$ cat src/rtl/lock_servo_driver_pkg.sv
// Shared definitions for the lock servo driver: FSM state encodings and 50 MHz timing defaults.
// The encodings match those used by the UART lock controller.
package lock_servo_driver_pkg;

    typedef enum logic [1:0] {
        ST_CLOSED  = 2'd0,
        ST_OPENING = 2'd1,
        ST_OPEN    = 2'd2,
        ST_CLOSING = 2'd3
    } servo_state_e;

    localparam int DEF_PWM_PERIOD_CLKS   = 1_000_000;
    localparam int DEF_PULSE_CLOSED_CLKS = 50_000;
    localparam int DEF_PULSE_OPEN_CLKS   = 100_000;
    localparam int DEF_STEP_CLKS         = 500;

endpackage

$ cat src/rtl/lock_servo_driver_pwm_gen.sv
// Servo PWM generator: free-running frame counter, frame-boundary strobe and registered
// width comparator. The output goes high one clock after the counter wraps to 0.
module lock_servo_driver_pwm_gen
    import lock_servo_driver_pkg::*;
#(
    parameter int PWM_PERIOD_CLKS = DEF_PWM_PERIOD_CLKS,
    parameter int CNT_W           = $clog2(PWM_PERIOD_CLKS)
) (
    input  logic             clk,
    input  logic             rst,
    input  logic [CNT_W-1:0] pulse_w_i,
    output logic             fb_o,
    output logic             pwm_o
);

    localparam logic [CNT_W-1:0] LAST_CNT = CNT_W'(PWM_PERIOD_CLKS - 1);

    logic [CNT_W-1:0] frame_cnt_q, frame_cnt_d;
    logic             pwm_q, pwm_d;

    assign fb_o = (frame_cnt_q == LAST_CNT);

    always_comb begin
        frame_cnt_d = fb_o ? '0 : frame_cnt_q + 1'b1;
        pwm_d       = (frame_cnt_q < pulse_w_i);
    end

    always_ff @(posedge clk or negedge rst) begin
        if (!rst) begin
            frame_cnt_q <= '0;
            pwm_q       <= 1'b0;
        end else begin
            frame_cnt_q <= frame_cnt_d;
            pwm_q       <= pwm_d;
        end
    end

    assign pwm_o = pwm_q;

endmodule

$ cat src/rtl/lock_servo_driver.sv
// Lock servo driver: ramps the servo pulse width between closed and open positions by at most
// STEP_CLKS per PWM frame, following the lock_open level sampled only at frame boundaries.
module lock_servo_driver
    import lock_servo_driver_pkg::*;
#(
    parameter int PWM_PERIOD_CLKS   = DEF_PWM_PERIOD_CLKS,
    parameter int PULSE_CLOSED_CLKS = DEF_PULSE_CLOSED_CLKS,
    parameter int PULSE_OPEN_CLKS   = DEF_PULSE_OPEN_CLKS,
    parameter int STEP_CLKS         = DEF_STEP_CLKS
) (
    input  logic clk,
    input  logic rst,
    input  logic lock_open,
    output logic servo_pwm,
    output logic moving,
    output logic at_open,
    output logic at_closed
);

    localparam int CNT_W = $clog2(PWM_PERIOD_CLKS);
    localparam int SPAN  = PULSE_OPEN_CLKS - PULSE_CLOSED_CLKS;

    localparam logic [CNT_W-1:0] POS_CLOSED = CNT_W'(PULSE_CLOSED_CLKS);
    localparam logic [CNT_W-1:0] POS_OPEN   = CNT_W'(PULSE_OPEN_CLKS);
    // A step wider than the whole travel behaves exactly like a full-travel step and always fits CNT_W.
    localparam logic [CNT_W-1:0] STEP_W     = CNT_W'((STEP_CLKS > SPAN) ? SPAN : STEP_CLKS);

    if (!(PULSE_CLOSED_CLKS > 0 && PULSE_CLOSED_CLKS < PULSE_OPEN_CLKS &&
          PULSE_OPEN_CLKS < PWM_PERIOD_CLKS && STEP_CLKS >= 1)) begin : g_bad_params
        $error("lock_servo_driver: illegal timing parameters");
    end

    // Distance to the target is compared against the step, so the sum never has to fit CNT_W.
    function automatic logic [CNT_W-1:0] ramp_up(input logic [CNT_W-1:0] pw);
        return ((POS_OPEN - pw) <= STEP_W) ? POS_OPEN : pw + STEP_W;
    endfunction

    function automatic logic [CNT_W-1:0] ramp_down(input logic [CNT_W-1:0] pw);
        return ((pw - POS_CLOSED) <= STEP_W) ? POS_CLOSED : pw - STEP_W;
    endfunction

    servo_state_e     state_q, state_d;
    logic [CNT_W-1:0] pulse_w_q, pulse_w_d;
    logic             moving_q, moving_d;
    logic             at_open_q, at_open_d;
    logic             at_closed_q, at_closed_d;
    logic             fb;

    lock_servo_driver_pwm_gen #(
        .PWM_PERIOD_CLKS (PWM_PERIOD_CLKS),
        .CNT_W           (CNT_W)
    ) u_pwm_gen (
        .clk       (clk),
        .rst       (rst),
        .pulse_w_i (pulse_w_q),
        .fb_o      (fb),
        .pwm_o     (servo_pwm)
    );

    always_comb begin
        state_d   = state_q;
        pulse_w_d = pulse_w_q;
        if (fb) begin
            unique case (state_q)
                ST_CLOSED: begin
                    if (lock_open) begin
                        state_d   = ST_OPENING;
                        pulse_w_d = ramp_up(pulse_w_q);
                    end
                end
                ST_OPENING, ST_OPEN: begin
                    if (!lock_open) begin
                        state_d   = ST_CLOSING;
                        pulse_w_d = ramp_down(pulse_w_q);
                    end else begin
                        pulse_w_d = ramp_up(pulse_w_q);
                        if (pulse_w_d == POS_OPEN) state_d = ST_OPEN;
                    end
                end
                ST_CLOSING: begin
                    if (lock_open) begin
                        state_d   = ST_OPENING;
                        pulse_w_d = ramp_up(pulse_w_q);
                    end else begin
                        pulse_w_d = ramp_down(pulse_w_q);
                        if (pulse_w_d == POS_CLOSED) state_d = ST_CLOSED;
                    end
                end
                default: state_d = ST_CLOSED;
            endcase
        end
        moving_d    = (state_d == ST_OPENING) || (state_d == ST_CLOSING);
        at_open_d   = (state_d == ST_OPEN);
        at_closed_d = (state_d == ST_CLOSED);
    end

    always_ff @(posedge clk or negedge rst) begin
        if (!rst) begin
            state_q     <= ST_CLOSED;
            pulse_w_q   <= POS_CLOSED;
            moving_q    <= 1'b0;
            at_open_q   <= 1'b0;
            at_closed_q <= 1'b1;
        end else begin
            state_q     <= state_d;
            pulse_w_q   <= pulse_w_d;
            moving_q    <= moving_d;
            at_open_q   <= at_open_d;
            at_closed_q <= at_closed_d;
        end
    end

    assign moving    = moving_q;
    assign at_open   = at_open_q;
    assign at_closed = at_closed_q;

endmodule
$ cat config.mk
export PLATFORM = sky130hd
export DESIGN_NAME = lock_servo_driver
export DESIGN_NICKNAME = d
export VERILOG_FILES = /design/src/rtl/lock_servo_driver_pkg.sv /design/src/rtl/lock_servo_driver_pwm_gen.sv /design/src/rtl/lock_servo_driver.sv
export SDC_FILE = /design/constraint.sdc
export NUM_CORES = 1
export LEC_CHECK = 0
export BUFFER_PORTS_ARGS = -buffer_cell sky130_fd_sc_hd__buf_4
export CAP_MARGIN = 0
export CORE_ASPECT_RATIO = 1.1
export CORE_MARGIN = 5
export CORE_UTILIZATION = 29
export DETAILED_ROUTE_END_ITERATION = 7
export PLACE_DENSITY_LB_ADDON = 0.08
export SETUP_SLACK_MARGIN = 0.1
export SLEW_MARGIN = 10
export SYNTH_ARGS = -nofsm -noshare
export SYNTH_HDL_FRONTEND = slang
export SYNTH_SLANG_ARGS = --single-unit
export TNS_END_PERCENT = 10
$ cat constraint.sdc
create_clock -name clk -period 4.8 [get_ports clk]
set_input_delay 0.48 -clock clk [delete_from_list [all_inputs] [get_ports clk]]
set_output_delay 0.48 -clock clk [all_outputs]
set_load 0.01 [all_outputs]
==> reports/qor.txt <==
Run status -> finished, final reports clean
Design Area, Final -> 0.004284 mm²
WL final -> 12470 µm
Min cycle time layout -> 3.615 ns
Post-DR vias/cell -> 5.571
Die Height -> 132.6 µm
Cells after Synth -> 496
Initial antenna violation count -> 0
Setup TNS -> 0 ns
Max IR drop VDD -> 0.1085 mV
Iter 0 DRT Violations -> 255
RR Startpoint -> pulse_w_q[2]
Die area -> 0.01609 mm²
Leakage Power -> 1.635 nW
Int Pwr -> 596.2 µW
Seq pwr share -> 0.490
Crit path capture type -> flop
Horiz. Die Dim -> 121.4 µm
Critical Path AT -> 3.80 ns
Final Slew Violations -> 0
CTS sink count -> 45
Sequential area share after synthesis -> 0.2866
Req. time, crit path -> 4.98 ns
Commonest non-fill, non-tap cell in the layout -> nor2_1
Worst hold slack -> 0.1934 ns
GPL Wtd Cong -> 0.8848
P_sw -> 187.9 µW
Ys flop type -> dfrtp_1
Synth Warn # -> 0
Mapped Area -> 0.003960 mm²
Worst setup path class -> reg2reg
Post-CTS Setup Bufs -> 0
First-pass GRT wire length -> 20270 µm
DRT Pass-1 Iters -> 5
Commonest cells after routing, fill and taps aside -> nor2_1 (52), nand2_1 (38), dfrtp_1 (38)
DP HPWL -> 9124 µm
Post_cts resized -> 0
Seq cells post-synth -> 45
H-Tree Depth -> 2
Cells on worst reg2reg path -> 10
Clock tree buffer depth -> 2
Vias in the first global route -> 3544
Antenna Nets Post-Route -> 0
Reg-to-Reg End -> at_open
Largest net degree at the start of global routing -> 46
Worst hold path class -> in2async
RSZ-0062 raised after global routing -> false
Highest Clock Rate -> 276.6 MHz
CTS tree -> done
Finish-stage setup viols -> 0
Post-placement cell area -> 0.004131 mm²
Crit share post-route -> 0.7531
Internal reg-to-reg setup slack -> 1.19 ns
Routed wire per std cell -> 18.73 µm
Hold-fix buffers, CTS -> 0
Slew @ Worst Pin -> 0.7679 ns
Clock Latency Late Sink -> 0.30 ns
Grt total ovfl -> 0
Clk pin slew, worst setup/hold paths -> 0.07 ns
Remaining DRCs -> 0
All-Layer GR Usage -> 0.1596
Cell Pwr Density -> 183.0 mW/mm²
Initial Utilization -> 0.2972
Routed via count -> 3710
Ys async rst share -> 1.000
Clk network pwr share -> 0.470
Filler cells -> 1474
Max-cap violations -> 0
Number of enable flip-flop cells after synthesis -> 0
Hold Violations, Final -> 0
Setup Skew -> 0.006810 ns
N_diodes -> 0
CP Max Fanout -> 13
Area growth syn-to-layout -> 8.183%
Rows -> 44
Root Buffer -> clkbuf_16
Layout cell share with drive strength beyond 1 -> 0.08091
CP Launch Type -> flop
TritonCTS Buffers -> 5
Final #Nets -> 511
Slew margin rel. -> 0.4871
Core area -> 0.01332 mm²
Boundary Pins -> 7
Synth Net Count -> 526
Fin util -> 0.3216
Library cells used by synthesis -> 66
Share of power burned in combinational logic -> 0.041
Sw Ratio -> 0.2396
Avg Synthesized Cell Area -> 7.984 µm²
Port Buf Inserts -> 6
[worst max-delay path, cell delays in order (launching register included)]
cell and delay [ns]:
dfrtp_1 0.53, inv_1 0.19, ha_1 0.45, o311ai_1 0.16, a211o_1 0.32, a2111oi_2 0.75, a21oi_1 0.14, or4_1 0.60
nand3_1 0.11, a32oi_1 0.09, nor2b_1 0.16
[metal layers]
metal | routed length, µm | vias up | GRT usage | part of all wire
met1 | 5800 | 1826 | 0.2150 | 0.46
met5 | 0 | - | 0 | 0
met4 | 327 | 0 | 0.05479 | 0.026
li1 | - | 1787 | - | -
met2 | 5858 | 76 | 0.2553 | 0.47
met3 | 488 | 21 | 0.03032 | 0.039
[cells in the mapped netlist, types with 10 or more instances]
master    count  area share
dfrtp_1      38        0.24
clkbuf_1     28       0.027
ha_1         27       0.085
inv_1        16       0.015
nand2_1      38       0.036
nor2_1       52       0.049
nand4_1      17       0.027
nor3_1       23       0.029
a21oi_1      29       0.037
xor2_1       12       0.027
o21ai_0      22       0.028
nor4_1       11       0.017
a31oi_1      10       0.016
nand3_1      25       0.032
xnor2_1      24       0.053
[worst max-delay path by stage]
stage	from	end	slack, ns	cells after the start
after floorplan	pulse_w_q[3]	at_open	1.86	12
after detailed placement	pulse_w_q[2]	at_open	1.19	10
after global routing	pulse_w_q[2]	at_open	0.89	10
final	pulse_w_q[2]	at_open	1.19	10
after global placement	pulse_w_q[2]	at_open	1.29	10
after CTS	pulse_w_q[2]	at_open	1.18	10
[layout make-up]
class	instances	area (µm²)	share of cell area
Sequential cell	45	1135	0.2649
Timing Repair Buffer	9	67.56	0.01577
Tap cell	184	230.2	0.05374
Clock buffer	6	138.9	0.03242
Multi-Input combinational cell	397	2613	0.6098
Inverter	23	86.33	0.02015
Clock inverter	2	13.76	0.003213
[power groups by stage]
stage / clock [mW] / sequential, mW / combinational [mW]
final: 0.368 / 0.384 / 0.0318
after global routing: 0.398 / 0.384 / 0.0365
after CTS: 0.385 / 0.384 / 0.0329
after detailed placement: 0 / 0.391 / 0.0327
after global placement: 0 / 0.391 / 0.0327
after floorplan: 0 / 0.388 / 0.0186
[kinds of logic (layout without fill, tap and decap cells)]
| logic type | Yosys count | in the layout | synth area share |
|---|---|---|---|
| buffers and inverters | 54 | 40 | 0.05529 |
| xor gates and xnor gates | 36 | 36 | 0.07962 |
| AOI/OAI and AO/OA | 117 | 117 | 0.2035 |
| muxes | 4 | 4 | 0.01074 |
| and+or+nand+nor | 213 | 213 | 0.2790 |
| DFF | 45 | 45 | 0.2866 |
| adders and majority gates | 27 | 27 | 0.08531 |
[state kept, by name, indices dropped and copies added, names as in the netlist]
signal,cells
at_closed,1
moving,1
at_open,1
u_pwm_gen.pwm_o,1
pulse_w_q,20
state_q,1
u_pwm_gen.frame_cnt_q,20
[per-stage QoR]
| stage | total power [mW] | setup slack [ns] | instances |
|---|---|---|---|
| after detailed placement | 0.4237 | 1.193 | 658 |
| final | 0.7841 | 1.185 | 666 |
| after floorplan | 0.4066 | 1.865 | 496 |
| after CTS | 0.8017 | 1.183 | 666 |
| after global routing | 0.8184 | 0.8915 | 666 |
| after global placement | 0.4239 | 1.290 | 658 |
(Power assumes the default switching activity.)
